==> src/rtl/particle_stream_pkg.sv <==
// Shared types and constants for the particle stream transmit path.
// Optional coordinate clamping is enabled with PARTICLE_STREAM_CLAMP_EN.
package particle_stream_pkg;
    localparam int P_DIMS = 2;
    localparam logic [15:0] FP16_EXP_MASK = 16'h7C00;
    localparam int FP16_SIGN_BIT = 15;

    typedef logic [15:0] fp16_t;
    typedef fp16_t [P_DIMS-1:0] pos_t;

    typedef enum logic [1:0] {
        IDLE,
        FETCH,
        DRAIN,
        DONE
    } stream_state_t;
endpackage

==> src/rtl/particle_streamer_clamp.sv <==
// Single fp16 coordinate limiter: saturates magnitude to a bound, keeps sign.
// Used by particle_streamer only when PARTICLE_STREAM_CLAMP_EN is defined.
module fp16_clamp
    import particle_stream_pkg::*;
(
    input  fp16_t       i_val,
    input  logic [14:0] i_bound_mag,
    output fp16_t       o_val
);
    logic w_over;
    logic w_nan;

    always_comb begin
        w_nan  = (i_val & FP16_EXP_MASK) == FP16_EXP_MASK;
        w_over = i_val[14:0] > i_bound_mag;
        if (w_over || w_nan)
            o_val = {i_val[FP16_SIGN_BIT], i_bound_mag};
        else
            o_val = i_val;
    end
endmodule

==> src/rtl/particle_streamer.sv <==
// Streams particle positions from BRAM to the renderer, one beat per cycle.
// Define PARTICLE_STREAM_CLAMP_EN to clamp coordinates (adds one stage).
module particle_streamer
    import particle_stream_pkg::*;
#(
    parameter int          DIMS          = P_DIMS,
    parameter int          COUNTER_SIZE  = 16,
    parameter int          MAX_PARTICLES = 1024,
    parameter int          MEM_LATENCY   = 2,
    parameter logic [31:0] BOUND         = 32'h4000_4000
) (
    input  logic                    clk_in,
    input  logic                    sys_rst,
    input  logic                    new_frame,
    input  logic [15:0]             particle_count,
    output logic [COUNTER_SIZE-1:0] mem_addr,
    output logic                    mem_rd_en,
    input  logic [16*DIMS-1:0]      mem_data,
    output logic [16*DIMS-1:0]      particle_data_out,
    output logic [COUNTER_SIZE-1:0] particle_index_out,
    output logic                    valid_particle,
    output logic                    frame_complete,
    output logic                    busy,
    output logic [7:0]              dropped_frames
);
    stream_state_t r_state;
    stream_state_t w_next;

    logic [COUNTER_SIZE-1:0] r_cnt;
    logic [COUNTER_SIZE-1:0] r_last;
    logic [16:0]             w_n;
    logic                    w_fetch;

    logic [MEM_LATENCY-1:0]  r_vld;
    logic [COUNTER_SIZE-1:0] r_idx [MEM_LATENCY];

    logic [16*DIMS-1:0]      w_data;
    logic [COUNTER_SIZE-1:0] w_idx;
    logic                    w_vld;
    logic                    w_pipe_busy;

    assign w_n = ({1'b0, particle_count} > 17'(MAX_PARTICLES))
               ? 17'(MAX_PARTICLES) : {1'b0, particle_count};

    assign w_fetch   = r_state == FETCH;
    assign mem_rd_en = w_fetch;
    assign mem_addr  = w_fetch ? r_cnt : '0;
    assign busy      = r_state != IDLE;
    assign frame_complete = r_state == DONE;

`ifdef PARTICLE_STREAM_CLAMP_EN
    pos_t                    w_raw;
    pos_t                    w_clamped;
    pos_t                    w_bound;
    logic [16*DIMS-1:0]      r_c_data;
    logic [COUNTER_SIZE-1:0] r_c_idx;
    logic                    r_c_vld;

    assign w_raw   = pos_t'(mem_data);
    assign w_bound = pos_t'(BOUND);

    for (genvar g = 0; g < DIMS; g++) begin : g_clamp
        fp16_clamp u_clamp (
            .i_val       (w_raw[g]),
            .i_bound_mag (w_bound[g][14:0]),
            .o_val       (w_clamped[g])
        );
    end

    always_ff @(posedge clk_in or posedge sys_rst) begin
        if (sys_rst) begin
            r_c_data <= '0;
            r_c_idx  <= '0;
            r_c_vld  <= 1'b0;
        end else begin
            r_c_vld <= r_vld[MEM_LATENCY-1];
            if (r_vld[MEM_LATENCY-1]) begin
                r_c_data <= w_clamped;
                r_c_idx  <= r_idx[MEM_LATENCY-1];
            end
        end
    end

    assign w_data      = r_c_data;
    assign w_idx       = r_c_idx;
    assign w_vld       = r_c_vld;
    assign w_pipe_busy = (|r_vld) | r_c_vld;
`else
    assign w_data      = mem_data;
    assign w_idx       = r_idx[MEM_LATENCY-1];
    assign w_vld       = r_vld[MEM_LATENCY-1];
    assign w_pipe_busy = |r_vld;
`endif

    always_comb begin
        w_next = r_state;
        unique case (r_state)
            IDLE:  if (new_frame) w_next = (w_n == 17'd0) ? DRAIN : FETCH;
            FETCH: if (r_cnt == r_last) w_next = DRAIN;
            DRAIN: if (!w_pipe_busy) w_next = DONE;
            DONE:  w_next = IDLE;
        endcase
    end

    always_ff @(posedge clk_in or posedge sys_rst) begin
        if (sys_rst) begin
            r_state <= IDLE;
            r_cnt   <= '0;
            r_last  <= '0;
        end else begin
            r_state <= w_next;
            if (r_state == IDLE && new_frame) begin
                r_cnt  <= '0;
                r_last <= COUNTER_SIZE'(w_n - 17'd1);
            end else if (w_fetch) begin
                r_cnt <= r_cnt + COUNTER_SIZE'(1);
            end
        end
    end

    // Index travels with the read so beats never depend on the live counter
    always_ff @(posedge clk_in or posedge sys_rst) begin
        if (sys_rst) begin
            r_vld <= '0;
            for (int i = 0; i < MEM_LATENCY; i++) r_idx[i] <= '0;
        end else begin
            r_vld[0] <= w_fetch;
            r_idx[0] <= r_cnt;
            for (int i = 1; i < MEM_LATENCY; i++) begin
                r_vld[i] <= r_vld[i-1];
                r_idx[i] <= r_idx[i-1];
            end
        end
    end

    always_ff @(posedge clk_in or posedge sys_rst) begin
        if (sys_rst) begin
            particle_data_out  <= '0;
            particle_index_out <= '0;
            valid_particle     <= 1'b0;
            dropped_frames     <= '0;
        end else begin
            valid_particle <= w_vld;
            if (w_vld) begin
                particle_data_out  <= w_data;
                particle_index_out <= w_idx;
            end
            if (new_frame && busy && dropped_frames != 8'hFF)
                dropped_frames <= dropped_frames + 8'd1;
        end
    end
endmodule

==> config.mk <==
export PLATFORM = sky130hd
export DESIGN_NAME = particle_streamer
export DESIGN_NICKNAME = d
export VERILOG_FILES = /design/src/rtl/particle_stream_pkg.sv /design/src/rtl/particle_streamer_clamp.sv /design/src/rtl/particle_streamer.sv
export SDC_FILE = /design/constraint.sdc
export NUM_CORES = 1
export LEC_CHECK = 0
export BUFFER_PORTS_ARGS = -buffer_cell sky130_fd_sc_hd__buf_2
export CAP_MARGIN = 10
export CORE_MARGIN = 2
export CORE_UTILIZATION = 27
export CTS_BUF_LIST = sky130_fd_sc_hd__clkbuf_16
export CTS_CLUSTER_DIAMETER = 80
export DETAILED_ROUTE_END_ITERATION = 8
export GPL_ROUTABILITY_DRIVEN = 0
export PLACE_DENSITY = 0.57
export REMOVE_ABC_BUFFERS = 1
export SKIP_CTS_REPAIR_TIMING = 1
export SLEW_MARGIN = 0
export SYNTH_ARGS = -nofsm -noshare
export SYNTH_HDL_FRONTEND = slang
export SYNTH_SLANG_ARGS = --single-unit
==> constraint.sdc <==
create_clock -name clk_in -period 4.6 [get_ports clk_in]
set_input_delay 0.69 -clock clk_in [delete_from_list [all_inputs] [get_ports clk_in]]
set_output_delay 0.69 -clock clk_in [all_outputs]
set_load 0.03 [all_outputs]
==> results of run 1 <==
state kept, by name (all words and copies together), names as in the netlist:
register / cells
r_vld: 2
r_cnt: 16
r_idx: 16
particle_index_out: 16
particle_data_out: 32
dropped_frames: 8
w_idx: 16
r_last: 16
r_state: 2
valid_particle: 1
worst max-delay path: cells and delay by family (launching register included):
kind / cells / cell delay (ns)
fa+ha+maj: 1 / 0.69
buf+inv: 2 / 0.34
flops: 1 / 0.40
simple gates: 1 / 0.25
per-layer routing:
metal / GRT usage, % / part of all wire [%] / up-vias
li1: - / - / 1652
met1: 13.7 / 46 / 1618
met2: 17.9 / 47 / 108
met3: 3.27 / 5.6 / 12
met4: 5.53 / 1.9 / 0
met5: 0 / 0 / -
kinds of logic (layout without fill, tap and decap cells):
| group | after synthesis | in the layout | synth area share [%] |
|---|---|---|---|
| multiplexers | 52 | 52 | 11.4 |
| buffers and inverters | 23 | 167 | 1.79 |
| adder cells (fa/ha/maj) | 9 | 9 | 2.21 |
| AND/OR/NAND/NOR | 119 | 119 | 12.5 |
| flip-flops | 125 | 125 | 61.3 |
| XOR/XNOR | 40 | 40 | 6.87 |
| AO/OA/AOI/OAI | 30 | 30 | 3.92 |
metrics by stage:
stage               power [mW]  hold slack, ns
floorplan                 2.50           0.331
global placement          2.86           0.333
detailed placement        2.91           0.335
CTS                       4.24           0.343
global route              4.42           0.343
finish                    4.17           0.339
power by group:
group          switching, mW  internal (mW)  total, mW
Combinational          0.846          0.497       1.34
Clock                  0.465          0.839       1.30
Sequential             0.158           1.37       1.53
final timing paths:
check	startpoint	to	slack [ns]	depth (start not counted)
worst min-delay path	r_idx[19]	w_idx[3]	0.34	0
worst max-delay path	r_state[1]	mem_addr[0]	1.82	4
min in group asynchronous	sys_rst	particle_data_out[7]	0.54	2
worst max register to register	r_state[1]	r_cnt[15]	2.17	7
worst min register to register	r_idx[19]	w_idx[3]	0.34	0
max in group asynchronous	sys_rst	r_vld[1]	2.93	3
area by class of cell:
type / instances / share of cell area [%]
Clock buffer: 17 / 6.47
Tap cell: 234 / 4.45
Clock inverter: 15 / 2.38
Inverter: 6 / 0.381
Timing Repair Buffer: 129 / 10.0
Sequential cell: 125 / 47.6
Multi-Input combinational cell: 250 / 28.7
cell usage in the layout (no fill, tap or decap), types with 7 or more instances in the layout:
cell | Yosys | routed
sky130_fd_sc_hd__buf_2 | 4 | 126
sky130_fd_sc_hd__dfrtp_1 | 125 | 124
sky130_fd_sc_hd__mux2_2 | 50 | 50
sky130_fd_sc_hd__nor2_1 | 27 | 26
sky130_fd_sc_hd__xnor2_1 | 24 | 24
sky130_fd_sc_hd__nand2_1 | 22 | 22
sky130_fd_sc_hd__and2_1 | 19 | 19
sky130_fd_sc_hd__clkbuf_16 | 0 | 17
sky130_fd_sc_hd__xor2_1 | 16 | 16
sky130_fd_sc_hd__nand4_1 | 16 | 16
sky130_fd_sc_hd__ha_1 | 9 | 9
sky130_fd_sc_hd__nor3_1 | 8 | 8
sky130_fd_sc_hd__nand3_1 | 8 | 8
sky130_fd_sc_hd__inv_1 | 6 | 7
==> parameters.txt, run 1 <==
Parameter                              Value

Final layout
  Sequential Area    3130 sq um
  Fraction of final layout cells sized beyond drive strength 1    39.7%
  Area used by multi-input combinational logic    1880 sq um
  Final Instance Count excl. Fillers    776
  Antenna diodes    0
  Filler cell count in the final layout    1,829
  Relative area change from synthesis to final layout    28.9%
  Fin nets    589
  Fin util    35.3%
  Final instance area    6570 sq um

Critical path
  Required time of the critical path    3.91 ns
  Data arrival at the endpoint of the critical path    2.09 ns
  Crit path largest cell delay    0.69 ns
  Series of cell instances along the critical path    inv_1, ha_1, and2_1, buf_2
  Worst-path fanout max    23
  Critical-path cell with the highest stage delay    sky130_fd_sc_hd__ha_1
  Endpoint kind of the worst setup timing path    output port
  Start-to-end type of the worst setup path    reg2out
  Category of the worst setup path launch point    flop

Synthesis
  Register bit total from synthesis    125
  Most area-consuming cells after synthesis    sky130_fd_sc_hd__dfrtp_1, sky130_fd_sc_hd__mux2_2, sky130_fd_sc_hd__xnor2_1
  Cell area after synthesis    5100 sq um
  Cells after Synth    398
  Number of library cell types mapped by synthesis    39
  Prevailing post-synth register cell    sky130_fd_sc_hd__dfrtp_1
  Sequential fraction of the synthesis area    61.3%
  Asr flop ratio synth    100%
  Proportion of netlist area held by the largest area contributor    61.3%
  Count of flip-flops with a built-in enable after synthesis    0
  Count of synthesis-stage warnings from yosys    0
  Largest area contributor in the synthesized netlist    sky130_fd_sc_hd__dfrtp_1
  Most frequent cells after synthesis    sky130_fd_sc_hd__dfrtp_1, sky130_fd_sc_hd__mux2_2, sky130_fd_sc_hd__nor2_1
  Most frequently used cell type in the post-synthesis netlist    sky130_fd_sc_hd__dfrtp_1
  Syn Area/Cell    12.8 sq um

STA
  Number of failing hold endpoints at the final stage    0
  Slew of the pin with the lowest slew margin    1.07 ns
  Worst Setup Slack, final    1.82 ns
  Unrepaired setup endpoints after global routing    false
  Period utilisation layout    60.5%
  Achievable Freq    0.360 GHz
  Worst clock skew    0.00650 ns
  Post-layout minimum cycle time    2.78 ns
  Worst slew margin    28.3%
  Pins Over Slew Limit    0
  Final setup violating endpoints    0
  Final TNS setup    0 ns

Die
  Area of the die    20,000 sq um
  Initial core utilization    27.4%
  Vertical extent of the die    141 um
  Site Rows    50
  Placeable core region    18,600 sq um
  Count of pins on the block boundary    127
  Horizontal extent of the die    141 um

Global routing
  GRT Total Usage    11.2%
  Number of global-route vias before repair    3,400
  First-pass GRT wire length    17,400 um
  Maximum number of pins on one net before global-route repair    88
  Initial antenna violation count    0
  Aggregate global routing overflow    0

Detailed routing
  Via count normalized by instance count    4.37
  Total number of vias    3,390
  DRT iter0 DRCs    117
  Wirelength per Cell    13.7 um
  Residual DRC    0
  Count of antenna-violating nets left after detailed routing    0
  WL final    10,600 um
  Detailed-router iteration count before antenna repair    4

Placed design
  Placed insts    743
  Number of input and output port buffers inserted    126
  Setup slack after placement    1.90 ns
  Cell area reported after detailed placement    5980 sq um
  HPWL after detailed placement    7380 um

Pwr
  Maximum vdd drop    0.202 mV
  Leakage    3.22 nW
  Ratio of total power to cell area    635 nW/um^2

Job
  Reported max-cap violation count    0

Clock network
  Clock sink count    125
  Clock latency on the worst-skew pair    0.41 ns
  TritonCTS clock tree    built
  Number of buffers on the longest clock path    2
  Maximum level of the CTS H-tree    4
  Clk pin slew, worst setup/hold paths    0.06 ns
  Clock root cell    sky130_fd_sc_hd__clkbuf_16
  Num CTS Buffers    17

Worst hold path
  Hold Crit Class    reg2reg

Outcome
  Status    completed
Note: power is estimated with default switching activity, not from simulation.
==> run 2: changes to the inputs <==
==> constraint.sdc (replaced) <==
create_clock -name clk_in -period 2.6 [get_ports clk_in]
set_input_delay 0.39 -clock clk_in [delete_from_list [all_inputs] [get_ports clk_in]]
set_output_delay 0.39 -clock clk_in [all_outputs]
set_load 0.03 [all_outputs]
==> parameters.txt, run 2 (synthesis gave the netlist of run 1 again) <==
Parameter                              Value

Outcome
  Status    completed

Die
  Site Rows    50 (unchanged)
  Placeable core region    18,600 sq um (unchanged)
  Area of the die    20,000 sq um (unchanged)
  Vertical extent of the die    141 um (unchanged)
  Horizontal extent of the die    141 um (unchanged)
  Initial core utilization    27.4% (unchanged)
  Count of pins on the block boundary    127 (unchanged)

Final layout
  Leading cell type in the layout, fill and taps excluded    sky130_fd_sc_hd__buf_2
  Commonest cells after routing, fill and taps aside    sky130_fd_sc_hd__buf_2, sky130_fd_sc_hd__dfrtp_1, sky130_fd_sc_hd__mux2_2
  Fin nets    594 (+0.85%)
  Max FFs per register    32 (unchanged)
  Final Instance Count excl. Fillers    781 (+0.64%)
  Relative area change from synthesis to final layout    30.5%
  Fraction of final layout cells sized beyond drive strength 1    40.4% (+0.73 points)
  Filler cell count in the final layout    1,842 (+0.71%)
  Antenna diodes    0 (unchanged)
  Register bank with the most flops    particle_data_out

Clock network
  Clk pin slew, worst setup/hold paths    0.06 ns (about the same)
  Clock root cell    sky130_fd_sc_hd__clkbuf_16
  Clock latency on the worst-skew pair    0.41 ns (about the same)
  Maximum level of the CTS H-tree    4 (unchanged)
  Number of buffers on the longest clock path    2 (unchanged)
  Num CTS Buffers    17 (unchanged)
  TritonCTS clock tree    built
  Clock sink count    125 (unchanged)

Detailed routing
  Detailed-router iteration count before antenna repair    6 (+2)
  WL final    10,800 um (+1.9%)
  Total number of vias    3,448 (+1.7%)
  Residual DRC    0 (unchanged)
  Via count normalized by instance count    4.41 (+1.1%)
  Wirelength per Cell    13.9 um (+1.2%)
  DRT iter0 DRCs    110 (-6.0%)
  Count of antenna-violating nets left after detailed routing    0 (unchanged)

STA
  Period utilisation layout    81.8%
  Worst clock skew    0.0107 ns (+0.00420 ns)
  Unrepaired setup endpoints after global routing    false
  Number of failing hold endpoints at the final stage    0 (unchanged)
  Final TNS setup    0 ns (unchanged)
  Post-layout minimum cycle time    2.13 ns
  Pins Over Slew Limit    0 (unchanged)
  Slew of the pin with the lowest slew margin    0.671 ns (-0.404 ns)
  Worst slew margin    55.2% (+27 points)
  Achievable Freq    0.470 GHz
  Final setup violating endpoints    0 (unchanged)

Critical path
  Start-to-end type of the worst setup path    reg2out
  Endpoint kind of the worst setup timing path    output port
  Critical-path cell with the highest stage delay    sky130_fd_sc_hd__dfrtp_1
  Worst-path fanout max    13 (-43%)
  Data arrival at the endpoint of the critical path    1.74 ns (-0.35 ns)
  Required time of the critical path    2.21 ns (-1.70 ns)
  Series of cell instances along the critical path    inv_1, ha_1, buf_4, and2_1, buf_2
  Crit path largest cell delay    0.40 ns (-0.29 ns)
  Crit path buffers/inverters    3 (+1)
  Cell family with the largest share of critical-path delay    buffers and inverters
  Category of the worst setup path launch point    flop

Placed design
  HPWL after detailed placement    7670 um (+3.9%)
  Placed insts    749 (+0.81%)
  Number of input and output port buffers inserted    126 (unchanged)

Global routing
  Number of global-route vias before repair    3,427 (+0.79%)
  Maximum number of pins on one net before global-route repair    59 (-33%)
  Initial antenna violation count    0 (unchanged)
  First-pass GRT wire length    17,800 um (+2.0%)
  GRT Total Usage    11.4% (+0.22 points)
  Aggregate global routing overflow    0 (unchanged)

Pwr
  Ratio of total power to cell area    1140 nW/um^2 (+79%)
  Maximum vdd drop    0.314 mV (+55%)
  Leakage    3.25 nW (+0.95%)

Job
  Reported max-cap violation count    0 (unchanged)

Worst hold path
  Hold Crit Class    in2async
run 2: worst paths after layout:
| kind | startpoint | end | slack, ns | cells past startpoint |
|---|---|---|---|---|
| worst max register to register | r_cnt[3] | r_state[0] | 0.59 | 5 |
| max in group asynchronous | sys_rst | r_vld[1] | 1.78 | 3 |
| worst max-delay path | r_state[1] | mem_addr[9] | 0.47 | 5 |
| worst min register to register | r_idx[23] | w_idx[7] | 0.35 | 0 |
| min in group clk_in | mem_data[13] | particle_data_out[13] | 0.20 | 2 |
| worst min-delay path | sys_rst | particle_data_out[15] | 0.01 | 2 |
run 2: power breakdown:
part           switching (mW)  total [mW]  internal [mW]
registers               0.284        2.70           2.42
logic                    1.51        2.41          0.902
clock network           0.862        2.46           1.60
run 2: cell type report:
cell class / instances / area [sq um] / area share (%)
clock buffers: 17 / 425 / 6.39
clock inverters: 15 / 195 / 2.93
inverters: 6 / 25.0 / 0.376
well taps: 234 / 293 / 4.40
flip-flops and latches: 125 / 3130 / 47.0
repair buffers: 134 / 703 / 10.6
multi-input cells: 250 / 1880 / 28.3
run 2: metal layers:
layer / global-route usage [%] / vias to the layer above / routed length [um]
li1: - / 1655 / -
met1: 14.4 / 1673 / 4930
met2: 17.9 / 109 / 5130
met3: 3.88 / 11 / 626
met4: 4.58 / 0 / 148
met5: 0 / - / 0
run 2: metrics by stage:
stage                     utilization, %  hold slack, ns  instance area [sq um]  worst slack (ns)  total power [mW]
final                               35.7          0.0109                   6660             0.472              7.58
after detailed placement            32.4           0.335                   6030             0.211              5.20
after global routing                35.7          0.0236                   6660             0.343              8.04
after CTS                           35.7         0.00171                   6660             0.434              7.70
after global placement              32.4           0.334                   6030             0.322              5.11
after floorplan                        -           0.331                   5030             -1.12              4.42
==> run 3: changes to the inputs <==
--- a/config.mk
+++ b/config.mk
@@ -5,6 +5,7 @@
 export SDC_FILE = /design/constraint.sdc
 export NUM_CORES = 1
 export LEC_CHECK = 0
+export ABC_AREA = 1
 export BUFFER_PORTS_ARGS = -buffer_cell sky130_fd_sc_hd__buf_2
 export CAP_MARGIN = 10
 export CORE_MARGIN = 2
==> constraint.sdc (replaced) <==
create_clock -name clk_in -period 2.05 [get_ports clk_in]
set_input_delay 0.3075 -clock clk_in [delete_from_list [all_inputs] [get_ports clk_in]]
set_output_delay 0.3075 -clock clk_in [all_outputs]
set_load 0.03 [all_outputs]
==> parameters.txt, run 3 <==
Parameter                              Value

Critical path
  Critical R2R Capture    r_cnt[14]
  Cell family with the largest share of critical-path delay    buffers and inverters
  Worst-path fanout max    7 (-6)
  Crit path largest cell delay    0.42 ns (+0.02 ns)
  Most used cell, CP    sky130_fd_sc_hd__buf_4
  Critical-path cell with the highest stage delay    sky130_fd_sc_hd__dfrtp_1
  Setup slack of the most critical reg-to-reg path    0.29 ns (-0.30 ns)
  Required time of the critical path    1.74 ns (-0.47 ns)
  Depth of the most critical reg-to-reg path    8 (+3)
  Endpoint kind of the worst setup timing path    output port
  Series of cell instances along the critical path    inv_2, ha_4, buf_4, nand2_1, inv_1, buf_4
  Crit path buffers/inverters    4 (+1)
  Data arrival at the endpoint of the critical path    1.63 ns (-0.11 ns)
  Beginning of the worst register-to-register path    r_cnt[1]
  Start-to-end type of the worst setup path    reg2out
  Category of the worst setup path launch point    flop

STA
  Period utilisation layout    94.3%
  Unrepaired setup endpoints after global routing    false
  Minimum hold slack    0.0936 ns (+0.0827 ns)
  Number of failing hold endpoints at the final stage    0 (unchanged)
  Worst clock skew    0.00473 ns (-0.00597 ns)
  Final setup violating endpoints    0 (unchanged)
  Pins Over Slew Limit    0 (unchanged)
  Worst Setup Slack, final    0.116 ns (-0.356 ns)
  Slew of the pin with the lowest slew margin    0.686 ns (+0.0143 ns)
  Post-layout minimum cycle time    1.93 ns
  Achievable Freq    0.517 GHz
  Worst slew margin    53.7% (-1.6 points)
  Final TNS setup    0 ns (unchanged)

Final layout
  Filler cell count in the final layout    2,025 (+9.9%)
  Fin nets    790 (+33%)
  Fraction of final layout cells sized beyond drive strength 1    23.4% (-17 points)
  Register bank with the most flops    particle_data_out
  Commonest cells after routing, fill and taps aside    sky130_fd_sc_hd__nand2_1, sky130_fd_sc_hd__dfrtp_1, sky130_fd_sc_hd__buf_2
  Leading cell type in the layout, fill and taps excluded    sky130_fd_sc_hd__nand2_1
  Max FFs per register    32 (unchanged)
  Antenna diodes    0 (unchanged)
  Relative area change from synthesis to final layout    29.8%

Clock network
  Clk pin slew, worst setup/hold paths    0.05 ns (about the same)
  Clock latency on the worst-skew pair    0.41 ns (about the same)
  Maximum level of the CTS H-tree    4 (unchanged)
  Clock sink count    125 (unchanged)
  Clock root cell    sky130_fd_sc_hd__clkbuf_16
  TritonCTS clock tree    built
  Number of buffers on the longest clock path    2 (unchanged)
  Num CTS Buffers    17 (unchanged)

Pwr
  Cell internal pwr    5.86 mW (+19%)
  Register share of total power    37.2% (+1.5 points)
  Maximum vdd drop    0.399 mV (+27%)
  Switching part of the total    38.7% (+3.6 points)
  Ratio of total power to cell area    1390 nW/um^2 (+22%)
  Share of power burned in the clock network    28.6% (-3.9 points)
  Net Sw Power    3.69 mW (+39%)
  Leakage    3.81 nW (+17%)
  Part of the power in combinational logic    34.1% (+2.3 points)
  Total power draw    9.55 mW (+26%)

Worst hold path
  Hold Crit Class    in2reg
  Min-delay src    mem_data[28]
  Cell depth of the worst hold path    3
  End point of the most critical hold path    particle_data_out[28]

Synthesis
  Count of synthesis-stage warnings from yosys    0 (unchanged)
  Most area-consuming cells after synthesis    sky130_fd_sc_hd__dfrtp_1, sky130_fd_sc_hd__nand2_1, sky130_fd_sc_hd__nor2_1
  Sequential fraction of the synthesis area    59.2% (-2.1 points)
  Register bit total from synthesis    125 (unchanged)
  Number of library cell types mapped by synthesis    35 (-10%)
  Cell area after synthesis    5280 sq um (+3.5%)
  Prevailing post-synth register cell    sky130_fd_sc_hd__dfrtp_1
  Most frequent cells after synthesis    sky130_fd_sc_hd__nand2_1, sky130_fd_sc_hd__dfrtp_1, sky130_fd_sc_hd__nor2_1
  Count of flip-flops with a built-in enable after synthesis    0 (unchanged)
  Most frequently used cell type in the post-synthesis netlist    sky130_fd_sc_hd__nand2_1
  Asr flop ratio synth    100% (unchanged)
  Syn Area/Cell    8.94 sq um (-30%)
  Cells after Synth    591 (+48%)
  Proportion of netlist area held by the largest area contributor    59.2% (-2.1 points)
  Largest area contributor in the synthesized netlist    sky130_fd_sc_hd__dfrtp_1

Global routing
  Maximum number of pins on one net before global-route repair    50 (-15%)
  First-pass GRT wire length    19,700 um (+11%)
  Aggregate global routing overflow    0 (unchanged)
  Number of global-route vias before repair    3,973 (+16%)
  GRT Total Usage    12.3% (+0.89 points)
  Initial antenna violation count    0 (unchanged)

Die
  Horizontal extent of the die    144 um (+1.7%)
  Initial core utilization    27.3% (-0.047 points)
  Count of pins on the block boundary    127 (unchanged)
  Area of the die    20,700 sq um (+3.4%)
  Placeable core region    19,300 sq um (+3.7%)
  Site Rows    51 (+2.0%)
  Vertical extent of the die    144 um (+1.7%)

Job
  Reported max-cap violation count    0 (unchanged)

Outcome
  Status    completed

Detailed routing
  Count of antenna-violating nets left after detailed routing    0 (unchanged)
  WL final    12,000 um (+11%)
  Residual DRC    0 (unchanged)
  Via count normalized by instance count    4.13 (-6.5%)
  Wirelength per Cell    11.9 um (-14%)
  Detailed-router iteration count before antenna repair    4 (-2)
  Total number of vias    4,160 (+21%)
  DRT iter0 DRCs    199 (+81%)

Placed design
  Number of input and output port buffers inserted    126 (unchanged)
  Setup slack after placement    0.306 ns (+0.0943 ns)
  HPWL after detailed placement    8450 um (+10%)
==> run 3: changes by cell type after synthesis, moves of 7 or more <==
cell | previous run | this run
sky130_fd_sc_hd__nand2_1 | 22 | 235
sky130_fd_sc_hd__mux2_2 | 50 | 0
sky130_fd_sc_hd__inv_1 | 6 | 46
sky130_fd_sc_hd__nor2_1 | 27 | 47
sky130_fd_sc_hd__xnor2_1 | 24 | 4
sky130_fd_sc_hd__and2_1 | 19 | 1
sky130_fd_sc_hd__a21oi_1 | 4 | 13
sky130_fd_sc_hd__nand3_1 | 8 | 16
sky130_fd_sc_hd__nand4_1 | 16 | 8
sky130_fd_sc_hd__o21ai_0 | 6 | 13
==> run 3: worst max path at each step <==
stage / start / to / slack (ns) / depth (start not counted)
2_1_floorplan: sys_rst / dropped_frames[0] / -1.59 / 1
3_3_place_gp: particle_count[13] / r_last[12] / 0.33 / 12
3_5_place_dp: particle_count[2] / r_last[12] / 0.31 / 12
4_1_cts: r_state[1] / mem_addr[9] / -0.07 / 6
5_1_grt: r_state[1] / mem_addr[11] / 0.01 / 6
6_report: r_state[1] / mem_addr[11] / 0.12 / 6
==> run 3: metal layers <==
| layer | global-route usage, % | routed length, um | share of wire (%) | up-vias |
|---|---|---|---|---|
| met3 | 3.67 | 596 | 5.0 | 15 |
| met2 | 18.8 | 5290 | 44 | 108 |
| met4 | 4.85 | 179 | 1.5 | 0 |
| li1 | - | - | - | 2128 |
| met1 | 16.3 | 5930 | 49 | 1909 |
| met5 | 0 | 0 | 0 | - |
==> run 3: worst reg2reg max path, delay by kind of cell (launching register included) <==
family	cells	cell delay [ns]
simple gates	7	0.97
flops	1	0.45
fa+ha+maj	1	0.23
==> run 3: final cells by class <==
type                       instances  area, sq um  share of cell area [%]
clock inverter                    15          114                    1.66
clock buffer                      17          425                    6.20
tap                              265          332                    4.84
multi-input combinational        400         1910                    27.8
timing repair buffer             138          766                    11.2
sequential                       125         3130                    45.6
inverter                          48          185                    2.70
==> run 3: power groups by stage <==
stage | Sequential [mW] | Clock [mW] | Combinational (mW)
floorplan | 4.46 | 0 | 1.32
global placement | 3.58 | 0 | 3.27
detailed placement | 3.60 | 0 | 3.29
CTS | 3.56 | 2.84 | 3.30
global route | 3.65 | 2.96 | 3.66
finish | 3.56 | 2.74 | 3.26
==> run 3: kinds of logic (layout without fill, tap and decap cells) <==
family          count (synthesis)  in the layout  share of synthesized area, %
xor+xnor                       24             24                          3.98
compound gates                 41             41                          4.43
simple gates                  326            326                          25.3
flops                         125            125                          59.2
fa+ha+maj                       9              9                          2.13
buf+inv                        66            218                          4.93
==> run 3: metrics by stage <==
step                      cells  utilization, %  instance area (sq um)
after global placement      975            32.5                   6280
final                      1008            35.5                   6860
after CTS                  1007            35.3                   6820
after floorplan             573               -                   5200
after global routing       1008            35.5                   6860
after detailed placement    975            32.5                   6280
